### config.mk
export PLATFORM = sky130hd
export DESIGN_NAME = dispatch_queue_flat
export DESIGN_NICKNAME = d
export VERILOG_FILES = /design/src/rtl/dispatch_queue_pkg.sv /design/src/rtl/dispatch_queue_if.sv /design/src/rtl/dispatch_queue_select.sv /design/src/rtl/dispatch_queue.sv /design/src/flat_wrapper.sv
export SDC_FILE = /design/constraint.sdc
export NUM_CORES = 1
export LEC_CHECK = 0
export ABC_CLOCK_PERIOD_IN_PS = 4900
export CAP_MARGIN = 20
export CORE_MARGIN = 2
export CORE_UTILIZATION = 50
export DETAILED_ROUTE_END_ITERATION = 8
export DONT_BUFFER_PORTS = 1
export PLACE_DENSITY = 0.63
export REMOVE_ABC_BUFFERS = 1
export SETUP_SLACK_MARGIN = 0.02
export SLEW_MARGIN = 0
export SYNTH_ARGS = -nofsm -noshare
export SYNTH_HDL_FRONTEND = slang
export SYNTH_SLANG_ARGS = --single-unit
### constraint.sdc
create_clock -name clk_i -period 4.9 [get_ports clk_i]
set_input_delay 1.47 -clock clk_i [delete_from_list [all_inputs] [get_ports clk_i]]
set_output_delay 1.47 -clock clk_i [all_outputs]
set_load 0.03 [all_outputs]
### src/rtl/dispatch_queue_pkg.sv
// Shared definitions for the dispatch queue and the rename stage.
package dispatch_queue_pkg;

  localparam logic [6:0] OPC_STORE  = 7'b0100011;
  localparam logic [6:0] OPC_BRANCH = 7'b1100011;

  localparam int unsigned DqAddrWidth = 32;

  typedef struct packed {
    logic [31:0]            inst;
    logic [DqAddrWidth-1:0] pc;
    logic                   has_dest;
  } dq_entry_t;

  // Only the low 12 bits (rd and opcode) decide whether a register is written.
  function automatic logic decode_has_dest(input logic [11:0] inst_lo);
    return (inst_lo[11:7] != 5'd0) && (inst_lo[6:0] != OPC_STORE) &&
           (inst_lo[6:0] != OPC_BRANCH);
  endfunction

endpackage

### src/rtl/dispatch_queue_if.sv
// Fetch-side and dispatch-side signal bundle of the dispatch queue.
interface dispatch_queue_if #(
  parameter int unsigned FetchWidth    = 2,
  parameter int unsigned DispatchWidth = 2,
  parameter int unsigned QDepth        = 8,
  parameter int unsigned AddrWidth     = 32
);
  localparam int unsigned FreeW = $clog2(DispatchWidth + 1);
  localparam int unsigned CntW  = $clog2(QDepth + 1);

  logic [FetchWidth-1:0]                   fetch_valid_i;
  logic [FetchWidth-1:0][31:0]             fetch_inst_i;
  logic [FetchWidth-1:0][AddrWidth-1:0]    fetch_pc_i;
  logic                                    fetch_ready_o;
  logic [FreeW-1:0]                        free_regs_i;
  logic [FreeW-1:0]                        free_rs_slots_i;
  logic [FreeW-1:0]                        free_rob_slots_i;
  logic                                    flush_i;
  logic [DispatchWidth-1:0]                disp_valid_o;
  logic [DispatchWidth-1:0][31:0]          disp_inst_o;
  logic [DispatchWidth-1:0][AddrWidth-1:0] disp_pc_o;
  logic [DispatchWidth-1:0]                disp_has_dest_o;
  logic [DispatchWidth-1:0]                alloc_req_o;
  logic [CntW-1:0]                         count_o;
  logic                                    stall_o;

  modport master (
    output fetch_valid_i, fetch_inst_i, fetch_pc_i, free_regs_i, free_rs_slots_i,
           free_rob_slots_i, flush_i,
    input  fetch_ready_o, disp_valid_o, disp_inst_o, disp_pc_o, disp_has_dest_o,
           alloc_req_o, count_o, stall_o
  );

  modport slave (
    input  fetch_valid_i, fetch_inst_i, fetch_pc_i, free_regs_i, free_rs_slots_i,
           free_rob_slots_i, flush_i,
    output fetch_ready_o, disp_valid_o, disp_inst_o, disp_pc_o, disp_has_dest_o,
           alloc_req_o, count_o, stall_o
  );
endinterface

### src/rtl/dispatch_queue_select.sv
// Combinational in-order dispatch eligibility: longest oldest-first prefix that fits.
module dispatch_queue_select #(
  parameter int unsigned DispatchWidth = 2,
  parameter int unsigned CntW          = 4,
  localparam int unsigned FreeW        = $clog2(DispatchWidth + 1)
) (
  input  logic                     block_i,
  input  logic [CntW-1:0]          count_i,
  input  logic [FreeW-1:0]         free_regs_i,
  input  logic [FreeW-1:0]         free_rs_i,
  input  logic [FreeW-1:0]         free_rob_i,
  input  logic [DispatchWidth-1:0] has_dest_i,
  output logic [DispatchWidth-1:0] valid_o,
  output logic [FreeW-1:0]         num_o
);

  // Walk lanes oldest first; the first ineligible lane blocks every younger one.
  always_comb begin
    int unsigned cnt, regs, rs, rob, dests;
    logic prev;
    valid_o = '0;
    num_o   = '0;
    prev    = 1'b1;
    dests   = 0;
    cnt     = 32'(count_i);
    // Credits above the dispatch width are clamped to it.
    regs = (32'(free_regs_i) > DispatchWidth) ? DispatchWidth : 32'(free_regs_i);
    rs   = (32'(free_rs_i) > DispatchWidth) ? DispatchWidth : 32'(free_rs_i);
    rob  = (32'(free_rob_i) > DispatchWidth) ? DispatchWidth : 32'(free_rob_i);
    for (int unsigned j = 0; j < DispatchWidth; j++) begin
      dests = dests + (has_dest_i[j] ? 32'd1 : 32'd0);
      valid_o[j] = prev && !block_i && (j < cnt) && (j < rs) && (j < rob) && (dests <= regs);
      prev = valid_o[j];
      if (valid_o[j]) num_o = num_o + FreeW'(1);
    end
  end

endmodule

### src/rtl/dispatch_queue.sv
// In-order instruction buffer between fetch and rename/dispatch.
module dispatch_queue
  import dispatch_queue_pkg::*;
#(
  parameter int unsigned FetchWidth    = 2,
  parameter int unsigned DispatchWidth = 2,
  parameter int unsigned QDepth        = 8,
  parameter int unsigned AddrWidth     = 32
) (
  input logic              clk_i,
  input logic              rst_ni,
  dispatch_queue_if.slave  bus
);

  localparam int unsigned IdxW  = $clog2(QDepth);
  localparam int unsigned PtrW  = IdxW + 1;
  localparam int unsigned CntW  = $clog2(QDepth + 1);
  localparam int unsigned FreeW = $clog2(DispatchWidth + 1);

  typedef struct packed {
    logic [31:0]          inst;
    logic [AddrWidth-1:0] pc;
    logic                 has_dest;
  } entry_t;

  entry_t                   mem_q [QDepth];
  logic [PtrW-1:0]          head_q, head_d, tail_q, tail_d;
  logic [CntW-1:0]          count_q, count_d;
  logic                     fetch_ready;
  logic [CntW-1:0]          enq_cnt;
  logic [CntW-1:0]          enq_off [FetchWidth];
  logic [DispatchWidth-1:0] cand_dest, disp_valid;
  logic [FreeW-1:0]         disp_num;
  int unsigned              avail;

  // Acceptance looks only at registered occupancy, never at this cycle's dispatch.
  assign fetch_ready = !bus.flush_i && ((CntW'(QDepth) - count_q) >= CntW'(FetchWidth));

  // Compaction offsets: each valid lane lands after the valid lanes older than it.
  always_comb begin
    enq_cnt = '0;
    for (int i = 0; i < FetchWidth; i++) begin
      enq_off[i] = enq_cnt;
      if (bus.fetch_valid_i[i]) enq_cnt = enq_cnt + CntW'(1);
    end
  end

  // Present the oldest entries from head, wrapping around the buffer.
  always_comb begin
    logic [IdxW-1:0] idx;
    for (int j = 0; j < DispatchWidth; j++) begin
      idx                    = head_q[IdxW-1:0] + IdxW'(j);
      bus.disp_inst_o[j]     = mem_q[idx].inst;
      bus.disp_pc_o[j]       = mem_q[idx].pc;
      cand_dest[j]           = mem_q[idx].has_dest;
    end
  end

  dispatch_queue_select #(
    .DispatchWidth (DispatchWidth),
    .CntW          (CntW)
  ) u_select (
    .block_i     (bus.flush_i),
    .count_i     (count_q),
    .free_regs_i (bus.free_regs_i),
    .free_rs_i   (bus.free_rs_slots_i),
    .free_rob_i  (bus.free_rob_slots_i),
    .has_dest_i  (cand_dest),
    .valid_o     (disp_valid),
    .num_o       (disp_num)
  );

  assign bus.fetch_ready_o   = fetch_ready;
  assign bus.disp_valid_o    = disp_valid;
  assign bus.disp_has_dest_o = cand_dest;
  assign bus.alloc_req_o     = disp_valid & cand_dest;
  assign bus.count_o         = count_q;

  // Stall when fewer lanes leave than the occupancy would allow.
  always_comb begin
    avail       = (32'(count_q) < DispatchWidth) ? 32'(count_q) : DispatchWidth;
    bus.stall_o = (count_q != '0) && (32'(disp_num) < avail);
  end

  // Pointer and occupancy update; flush wins over enqueue and dequeue.
  always_comb begin
    head_d  = head_q + PtrW'(disp_num);
    tail_d  = tail_q + (fetch_ready ? PtrW'(enq_cnt) : '0);
    count_d = count_q + (fetch_ready ? enq_cnt : '0) - CntW'(disp_num);
    if (bus.flush_i) begin
      head_d  = '0;
      tail_d  = '0;
      count_d = '0;
    end
  end

  // Control state with asynchronous clear.
  always_ff @(posedge clk_i or negedge rst_ni) begin
    if (!rst_ni) begin
      head_q  <= '0;
      tail_q  <= '0;
      count_q <= '0;
    end else begin
      head_q  <= head_d;
      tail_q  <= tail_d;
      count_q <= count_d;
    end
  end

  // Payload storage; contents are only meaningful between head and tail.
  always_ff @(posedge clk_i) begin
    if (fetch_ready) begin
      for (int i = 0; i < FetchWidth; i++) begin
        if (bus.fetch_valid_i[i]) begin
          mem_q[tail_q[IdxW-1:0] + IdxW'(enq_off[i])] <= '{
            inst:     bus.fetch_inst_i[i],
            pc:       bus.fetch_pc_i[i],
            has_dest: decode_has_dest(bus.fetch_inst_i[i][11:0])
          };
        end
      end
    end
  end

endmodule

### src/flat_wrapper.sv
// flat-port wrapper written by rule: the top's interface ports become plain ports
module dispatch_queue_flat import dispatch_queue_pkg::*;
#(
  parameter int unsigned FetchWidth    = 2,
  parameter int unsigned DispatchWidth = 2,
  parameter int unsigned QDepth        = 8,
  parameter int unsigned AddrWidth     = 32
)
  (clk_i, rst_ni, bus_fetch_valid_i, bus_fetch_inst_i, bus_fetch_pc_i, bus_free_regs_i, bus_free_rs_slots_i, bus_free_rob_slots_i, bus_flush_i, bus_fetch_ready_o, bus_disp_valid_o, bus_disp_inst_o, bus_disp_pc_o, bus_disp_has_dest_o, bus_alloc_req_o, bus_count_o, bus_stall_o);
  dispatch_queue_if #(.FetchWidth(FetchWidth), .DispatchWidth(DispatchWidth), .QDepth(QDepth), .AddrWidth(AddrWidth)) bus_i ();
  input logic clk_i;
  input logic rst_ni;
  input wire logic [$bits(bus_i.fetch_valid_i)-1:0] bus_fetch_valid_i;
  input wire logic [$bits(bus_i.fetch_inst_i)-1:0] bus_fetch_inst_i;
  input wire logic [$bits(bus_i.fetch_pc_i)-1:0] bus_fetch_pc_i;
  input wire logic [$bits(bus_i.free_regs_i)-1:0] bus_free_regs_i;
  input wire logic [$bits(bus_i.free_rs_slots_i)-1:0] bus_free_rs_slots_i;
  input wire logic [$bits(bus_i.free_rob_slots_i)-1:0] bus_free_rob_slots_i;
  input wire logic [$bits(bus_i.flush_i)-1:0] bus_flush_i;
  output wire logic [$bits(bus_i.fetch_ready_o)-1:0] bus_fetch_ready_o;
  output wire logic [$bits(bus_i.disp_valid_o)-1:0] bus_disp_valid_o;
  output wire logic [$bits(bus_i.disp_inst_o)-1:0] bus_disp_inst_o;
  output wire logic [$bits(bus_i.disp_pc_o)-1:0] bus_disp_pc_o;
  output wire logic [$bits(bus_i.disp_has_dest_o)-1:0] bus_disp_has_dest_o;
  output wire logic [$bits(bus_i.alloc_req_o)-1:0] bus_alloc_req_o;
  output wire logic [$bits(bus_i.count_o)-1:0] bus_count_o;
  output wire logic [$bits(bus_i.stall_o)-1:0] bus_stall_o;
  assign bus_i.fetch_valid_i = bus_fetch_valid_i;
  assign bus_i.fetch_inst_i = bus_fetch_inst_i;
  assign bus_i.fetch_pc_i = bus_fetch_pc_i;
  assign bus_i.free_regs_i = bus_free_regs_i;
  assign bus_i.free_rs_slots_i = bus_free_rs_slots_i;
  assign bus_i.free_rob_slots_i = bus_free_rob_slots_i;
  assign bus_i.flush_i = bus_flush_i;
  assign bus_fetch_ready_o = bus_i.fetch_ready_o;
  assign bus_disp_valid_o = bus_i.disp_valid_o;
  assign bus_disp_inst_o = bus_i.disp_inst_o;
  assign bus_disp_pc_o = bus_i.disp_pc_o;
  assign bus_disp_has_dest_o = bus_i.disp_has_dest_o;
  assign bus_alloc_req_o = bus_i.alloc_req_o;
  assign bus_count_o = bus_i.count_o;
  assign bus_stall_o = bus_i.stall_o;
  dispatch_queue #(.FetchWidth(FetchWidth), .DispatchWidth(DispatchWidth), .QDepth(QDepth), .AddrWidth(AddrWidth)) u_core (.clk_i(clk_i), .rst_ni(rst_ni), .bus(bus_i));
endmodule
[After elaboration in Yosys (flattened, before gate mapping)]
Memories as Yosys holds them, arrays and structs flattened.
Cells that the tools add are included.
Storage, ports and cells
  register bits after elaboration: 12
  bits in latches: 0
  RAM bits: 520
  ROM bits: 0
  bits of input ports: 139
  output and inout bits: 140
  logic and storage cells: 72
  memories kept: 1
Cells by class
  $add $sub $neg: 10
  $mul: 0
  divide/modulo/power cells: 0
  magnitude comparators: 14
  eq/ne operators: 4
  shift operators: 0
  multiplexer cells: 20
  bitwise operators: 1
  reduce and logical (&&, ||, !) cells: 19
Memories
  u_core.mem_q: words 8, bits a word 65, rd ports 2, clocked after Yosys merged registers in 0, wr ports 2, line dispatch_queue.sv:26  | entry_t mem_q [QDepth];
Operator list (number)
  2-bit by 32-bit less-than comparator with 1-bit output: 1
  4-bit 2-to-1 mux: 6
  1-bit logical AND: 15
  7-bit by 6-bit != test with 1-bit output (second input constant): 2
  7-bit != test (second input constant): 2
  1-bit 2-to-1 mux: 10
  5-bit nonzero test: 2
  4-bit adder: 2
  1-bit by 2-bit less-than comparator with 1-bit output (first input constant): 4
  1-bit by 4-bit less-than comparator with 1-bit output (first input constant): 2
  2-bit 2-to-1 mux: 4
  2-bit > comparator (second input constant): 3
  1-bit by 1-bit adder with 2-bit output (second input constant): 2
  4-bit by 2-bit adder with 4-bit output: 1
  4-bit by 2-bit >= comparator with 1-bit output (second input constant): 1
  4-bit by 2-bit less-than comparator with 1-bit output (second input constant): 1
  4-bit nonzero test: 1
  4-bit by 2-bit subtractor with 4-bit output: 1
  4-bit subtractor (first input constant): 1
  3-bit by 1-bit adder with 3-bit output (second input constant): 1
  3-bit adder: 1
  1-bit by 1-bit adder with 2-bit output: 1
  2-bit AND: 1
  1-bit by 2-bit less-or-equal comparator with 1-bit output: 1
  2 further kinds: 2

[Logic depth before layout (Yosys ltp)]
  depth after elaboration: 14
  gate-level depth with buffers: 19
  depth with buffers taken out: 17

[Hierarchy]
From an unflattened synthesis, not the netlist that was laid out.
Second synthesis, totals
  cell total of the unflattened synthesis: 1688
  area total of the unflattened synthesis: 30857.1 µm²
By module, submodules not included
  dispatch_queue: instances 1, cells each 1668, area each 30703.2 µm², seq. area each 15865.2 µm²
  dispatch_queue_select: instances 1, cells each 20, area each 153.9 µm², seq. area each 0.0 µm²

[Worst setup path after synthesis]
Ideal clock, no wire load.
  path type: in2out
  start: in bus_free_regs_i[0]
  end: out bus_stall_o
  arrival time: 4734 ps
  data required time: 3430 ps
  path slack: -1304 ps
  stages: 9
  buffers on the path: 0
  cell sequence: nor2b_1 -> ha_1 -> nor3_1 -> nor4_1 -> and4_1 -> ha_1 -> nand4b_1 -> a21o_1 -> a22oi_1
Between the ends
  word-level cells in the longest chain between the ends: 12
  elaborated cells between the ends (all ways): 15
  those cells by class: add/sub (1); order compare (4); mux (3); reduce/logical (7)
Ends and longest elaborated chain
  from (decl): line flat_wrapper.sv:16  | input wire logic [$bits(bus_i.free_regs_i)-1:0] bus_free_regs_i;
  2-bit > comparator: line dispatch_queue_select.sv:27  | regs = (32'(free_regs_i) > DispatchWidth) ? DispatchWidth : 32'(free_regs_i);
  2-bit 2-to-1 mux *: line dispatch_queue_select.sv:27
  1-bit by 2-bit less-or-equal comparator with 1-bit output *: line dispatch_queue_select.sv:32  | valid_o[j] = prev && !block_i && (j < cnt) && (j < rs) && (j < rob) && (dests <= regs);
  1-bit logical AND *: line dispatch_queue_select.sv:32
  named net bus_disp_valid_o[0]: line flat_wrapper.sv:21  | output wire logic [$bits(bus_i.disp_valid_o)-1:0] bus_disp_valid_o;
  1-bit logical AND * (5 in a row): line dispatch_queue_select.sv:32
  named net bus_disp_valid_o[1]: line flat_wrapper.sv:21
  2-bit 2-to-1 mux *: line dispatch_queue_select.sv:34  | if (valid_o[j]) num_o = num_o + FreeW'(1);
  2-bit by 32-bit less-than comparator with 1-bit output *: line dispatch_queue.sv:82  | bus.stall_o = (count_q != '0) && (32'(disp_num) < avail);
  1-bit logical AND *: line dispatch_queue.sv:82
  to (decl): line flat_wrapper.sv:27  | output wire logic [$bits(bus_i.stall_o)-1:0] bus_stall_o;
Mark *: on every way through the listed nets, which the timed path passes. The rest lies on a longest branch.

[Worst setup path after layout]
  start: reg u_core.head_q[0]
  end: out bus_stall_o
Between the ends
  word-level cells in the longest chain between the ends: 12
  elaborated cells between the ends (all ways): 18
  those cells by class: add/sub (3); order compare (3); mux (4); reduce/logical (7); memory (1)
Ends and longest elaborated chain
  from (decl): line dispatch_queue.sv:27  | logic [PtrW-1:0] head_q, head_d, tail_q, tail_d;
  from (signal assigned): line dispatch_queue.sv:100  | head_q <= '0;
  from (signal assigned): line dispatch_queue.sv:104  | head_q <= head_d;
  memory 8 x 65 bit *
  1-bit 2-to-1 mux: line dispatch_queue_select.sv:31  | dests = dests + (has_dest_i[j] ? 32'd1 : 32'd0);
  1-bit by 2-bit less-or-equal comparator with 1-bit output: line dispatch_queue_select.sv:32
  1-bit logical AND (6 in a row): line dispatch_queue_select.sv:32
  2-bit 2-to-1 mux *: line dispatch_queue_select.sv:34
  2-bit by 32-bit less-than comparator with 1-bit output *: line dispatch_queue.sv:82
  1-bit logical AND *: line dispatch_queue.sv:82
Mark *: on every way between the ends. The rest lies on a longest branch, timed or not.

==> summary by stage <==
Status
The run finished, with violations left. The final reports fail on setup timing.

Pwr
The sequential group share of total power is 38.5%. The net switching fraction of the power is about a third. The analysis attributes to cell leakage a power of slightly above 10 nW. The worst IR drop on VDD is between 0.2 and 0.3 mV.

The share of total power dissipated in combinational logic is between 30 and 40%. The switching power is around 5.1 mW. The part of the total power dissipated in the clock network is about 27%. Internal power comes to approximately 10 mW. The power per unit of standard cell area is ~450 nW/um^2.

Clocking
After clock tree synthesis, the clock-pin slew on the worst setup and hold paths is ~60 ps. The H-tree was split into 2 levels. The TritonCTS clock tree is built. The clock network latency to the later pin of the worst-skew pair is about 620 ps. The number of buffers created by CTS is 58.

The count of clock tree sinks is 530. Hold repair after CTS inserted 0 buffers. In this run the deepest clock path goes through 3 buffers. The buffer type at the clock tree root is sky130_fd_sc_hd__clkbuf_16.

Floorplanning
The floorplan die area is between 60,000 and 70,000 sq um. In this run the horizontal extent of the chip is ~250 um. The region available for standard cell placement spans between 60,000 and 70,000 sq um. The initial utilization of the core area, before any placement, comes to roughly half. The die is 252.0 um tall. roughly 280 I/O pins were placed.

The row count is 90.

STA
For the pin with the worst max-slew slack, the measured transition is slightly above 800 ps. Across the routed clock network, the largest skew measured is 20.14 ps. The setup slack of the critical path after layout is -523.1 ps. The number of endpoints failing setup at the final stage is 2.

The count of pins over their slew limit is 0. The hold violation total from the final report is 0. For the finished layout, the period the worst path requires is between 5000 and 6000 ps.

Hold is met by roughly 550 ps. The worst slew margin relative to its limit is a little under half. Dividing the final minimum period by the clock period gives 110.7%.

Setup repair after global routing could not meet its margin everywhere. Derived from the worst setup path, the maximum achievable clock frequency is approximately 180 MHz.

Finish
Summing all multi-input logic gate instances after layout gives about 14,000 sq um. The area used by sequential logic in the layout is 15,880 sq um. The count of nets after finishing is between 1,500 and 2,000.

In the final layout, the share of cells above drive strength 1 is between 60% and 70%. The area growth from synthesis to layout is 9.991%. The count of fill cells added during filler insertion is 4,760. The number of antenna diodes in the final layout is 0. Leaving out filler cells and counting taps, the final layout contains 2,521. The final non-filler cell area is around 34,000 sq um.

The final cell utilization of the core is 55.82%.

Detailed routing
In the routed design, unresolved DRC markers number 0. Across all layers, the routed design uses about 17,000 vias. The final layout contains routed wiring with a total length of about 84 mm. The routed length on met3 is around 6.4 mm.

The number of iterations in the first detailed-routing pass is 5. The highest signal layer in the routed design is met4. The routed length per instance is around 33 um. The average vias per placed instance is roughly 6.7. The routed design uses 42.85 mm of met2 wire.

In the final routing, the length of wire on met1 measures approximately 32 mm. In this run the remaining antenna-violating nets after routing total 0. The DRC marker count from the first detailed-route iteration is 1,040.

Placed design
Routability-driven placement finished with a final weighted congestion of ~0.78. The instance count after placement with tap cells included is ~2,400. The number of buffer cells added on primary ports is 0. The wire-length estimate of the detail-placed layout is ~46 mm. The area of placed instances is 31,880 sq um. At the placement stage, the worst setup path has a slack of -54.10 ps.

Synthesis
The fraction of the yosys area taken by sequential cells is about half. In the synthesized netlist, the cells that appear most often are sky130_fd_sc_hd__mux2_2, sky130_fd_sc_hd__edfxtp_1, sky130_fd_sc_hd__mux4_2. The average instance in the mapped netlist occupies 18.09 sq um. In this run, distinct cell masters in the synthesized netlist total 45.

The largest area contributor in the netlist is sky130_fd_sc_hd__edfxtp_1. The most repeated cell in the gate-level netlist after synthesis is sky130_fd_sc_hd__mux2_2. The synthesized netlist cell count is between 1,500 and 2,000. The number of synthesized flops with an enable pin is between 500 and 600.

By area the synthesized netlist is led by sky130_fd_sc_hd__edfxtp_1, sky130_fd_sc_hd__mux2_2, sky130_fd_sc_hd__mux4_2. The mapped netlist covers roughly 30,000 sq um. After synthesis, the largest area contributor takes up around half of total cell area. The number of synthesized register bits is 530.

The top flip-flop cell by instance count after synthesis is sky130_fd_sc_hd__edfxtp_1. The count of warnings emitted by yosys is 0. The share of flip-flops with an asynchronous set or reset after synthesis is 1.887%.

Global route
The number of global-route vias before repair is approximately 18,000. Entering global routing, the biggest net connects between 60 and 70 pins. The number of antenna violations at the first check in global routing is 0. The global-route wire length before repair is between 100 and 150 mm. The total grt overflow is 0. Global routing used 26.61% of the available tracks across all layers.

Min path
The type of the most critical hold path is in -> async.

Worst setup path
The kind of start point of the critical path is a flop. The biggest fanout along the worst timing path is 4. The critical path in this run is classified as reg -> out. STA puts the critical path data required time at roughly 3400 ps. Data on the critical path arrives at its endpoint at roughly 4000 ps.

The worst setup path is captured at an output pin.

Run
The max-cap check violation count is 0.
## cell families (layout without fill, tap and decap cells)
logic type	Yosys count	count (layout)	share of synthesized area, %
flip-flops	530	530	51.61
AO/OA/AOI/OAI	27	27	0.7163
buffers and inverters	149	189	2.515
XOR/XNOR	9	9	0.2808
AND/OR/NAND/NOR	50	50	0.9890
multiplexers	910	910	42.82
adder cells (fa/ha/maj)	24	24	1.074
## worst paths after layout
kind,start,to,slack [ps],cells after the start
worst min register to register,u_core.tail_q[2]$_DFF_PN0_,u_core.tail_q[2]$_DFF_PN0_,740,2
max in group asynchronous,rst_ni,u_core.head_q[1]$_DFF_PN0_,4270,0
min in group clk_i,u_core.tail_q[2]$_DFF_PN0_,u_core.tail_q[2]$_DFF_PN0_,740,2
worst max-delay path,u_core.head_q[0]$_DFF_PN0_,bus_stall_o,-520,14
worst min-delay path,rst_ni,u_core.head_q[2]$_DFF_PN0_,550,0
worst max register to register,u_core.head_q[0]$_DFF_PN0_,u_core.bus.count_o[3]$_DFF_PN0_,680,18
## flip-flops by register name, summed over array words and instances, names as in the netlist
signal and cells:
u_core.mem_q 520, u_core.bus.count_o 4, u_core.head_q 3, u_core.tail_q 3
## metrics by stage
| step | total power, mW | TNS [ps] |
|---|---|---|
| after floorplan | 10.27 | -1822830 |
| after global placement | 11.01 | 0 |
| after detailed placement | 11.08 | -54.10 |
| after CTS | 15.25 | -744.0 |
| after global routing | 15.69 | -852.0 |
| final | 15.13 | -636.7 |
## power groups by stage
stage                     clock network [mW]  logic [mW]  registers [mW]
after global routing                    4.31        5.52            5.86
after global placement                     0        5.14            5.87
after CTS                               4.15        5.28            5.81
final                                   4.07        5.24            5.82
after detailed placement                   0        5.17            5.91
after floorplan                            0        4.24            6.03
## area by class of cell
class	instances	share of cell area, %
Clock inverter	24	0.3922
Sequential cell	530	46.95
Tap cell	782	2.894
Timing Repair Buffer	67	2.424
Inverter	15	0.1665
Multi-Input combinational cell	1020	42.48
Clock buffer	83	4.692
## critical path, stage by stage, from the launching register on
cell	delay [ps]
sky130_fd_sc_hd__dfrtp_4	490
sky130_fd_sc_hd__ha_4	300
sky130_fd_sc_hd__mux4_2	490
sky130_fd_sc_hd__mux2_4	300
sky130_fd_sc_hd__ha_4	270
sky130_fd_sc_hd__inv_2	40
sky130_fd_sc_hd__ha_4	250
sky130_fd_sc_hd__nand2_2	40
sky130_fd_sc_hd__o21ai_2	40
sky130_fd_sc_hd__and4_4	250
sky130_fd_sc_hd__ha_4	200
sky130_fd_sc_hd__nand4b_1	160
sky130_fd_sc_hd__a21o_1	210
sky130_fd_sc_hd__a22oi_2	140
sky130_fd_sc_hd__buf_6	150
## layout by cell type, fill, tap and decap left out, types with 3 or more instances in the layout
cell type                   instances
sky130_fd_sc_hd__buf_12            16
sky130_fd_sc_hd__a31o_4             3
sky130_fd_sc_hd__ha_4               6
sky130_fd_sc_hd__nand2_1            9
sky130_fd_sc_hd__clkbuf_16         59
sky130_fd_sc_hd__mux2_1            20
sky130_fd_sc_hd__a21oi_4            6
sky130_fd_sc_hd__clkinv_1          15
sky130_fd_sc_hd__mux2_2           620
sky130_fd_sc_hd__buf_4             41
sky130_fd_sc_hd__inv_1             14
sky130_fd_sc_hd__nor2_1             8
sky130_fd_sc_hd__clkbuf_1          22
sky130_fd_sc_hd__xnor2_1            5
sky130_fd_sc_hd__mux4_2           260
sky130_fd_sc_hd__dfrtp_4            3
sky130_fd_sc_hd__mux2i_1            9
sky130_fd_sc_hd__dfrtp_1            7
sky130_fd_sc_hd__a41o_4             4
sky130_fd_sc_hd__nor2b_1           10
sky130_fd_sc_hd__ha_1              14
sky130_fd_sc_hd__buf_6              5
sky130_fd_sc_hd__and2_1             4
sky130_fd_sc_hd__clkinv_2           6
sky130_fd_sc_hd__edfxtp_1         520
sky130_fd_sc_hd__fa_1               4
## metal layers
| layer | up-vias | GRT usage (%) |
|---|---|---|
| li1 | 7106 | - |
| met5 | - | 0.2317 |
| met1 | 9049 | 32.19 |
| met4 | 0 | 8.707 |
| met2 | 611 | 46.65 |
| met3 | 160 | 6.644 |
## repair_timing
item / 4_1_cts / 5_1_grt
gates resized for setup: 21 / 5
pin swaps: 9 / 6
setup endpoints to repair: 96 / 22
buffers inserted: 2 / 0
gates cloned: 2 / 0
Power figures use the tool's default switching activity.
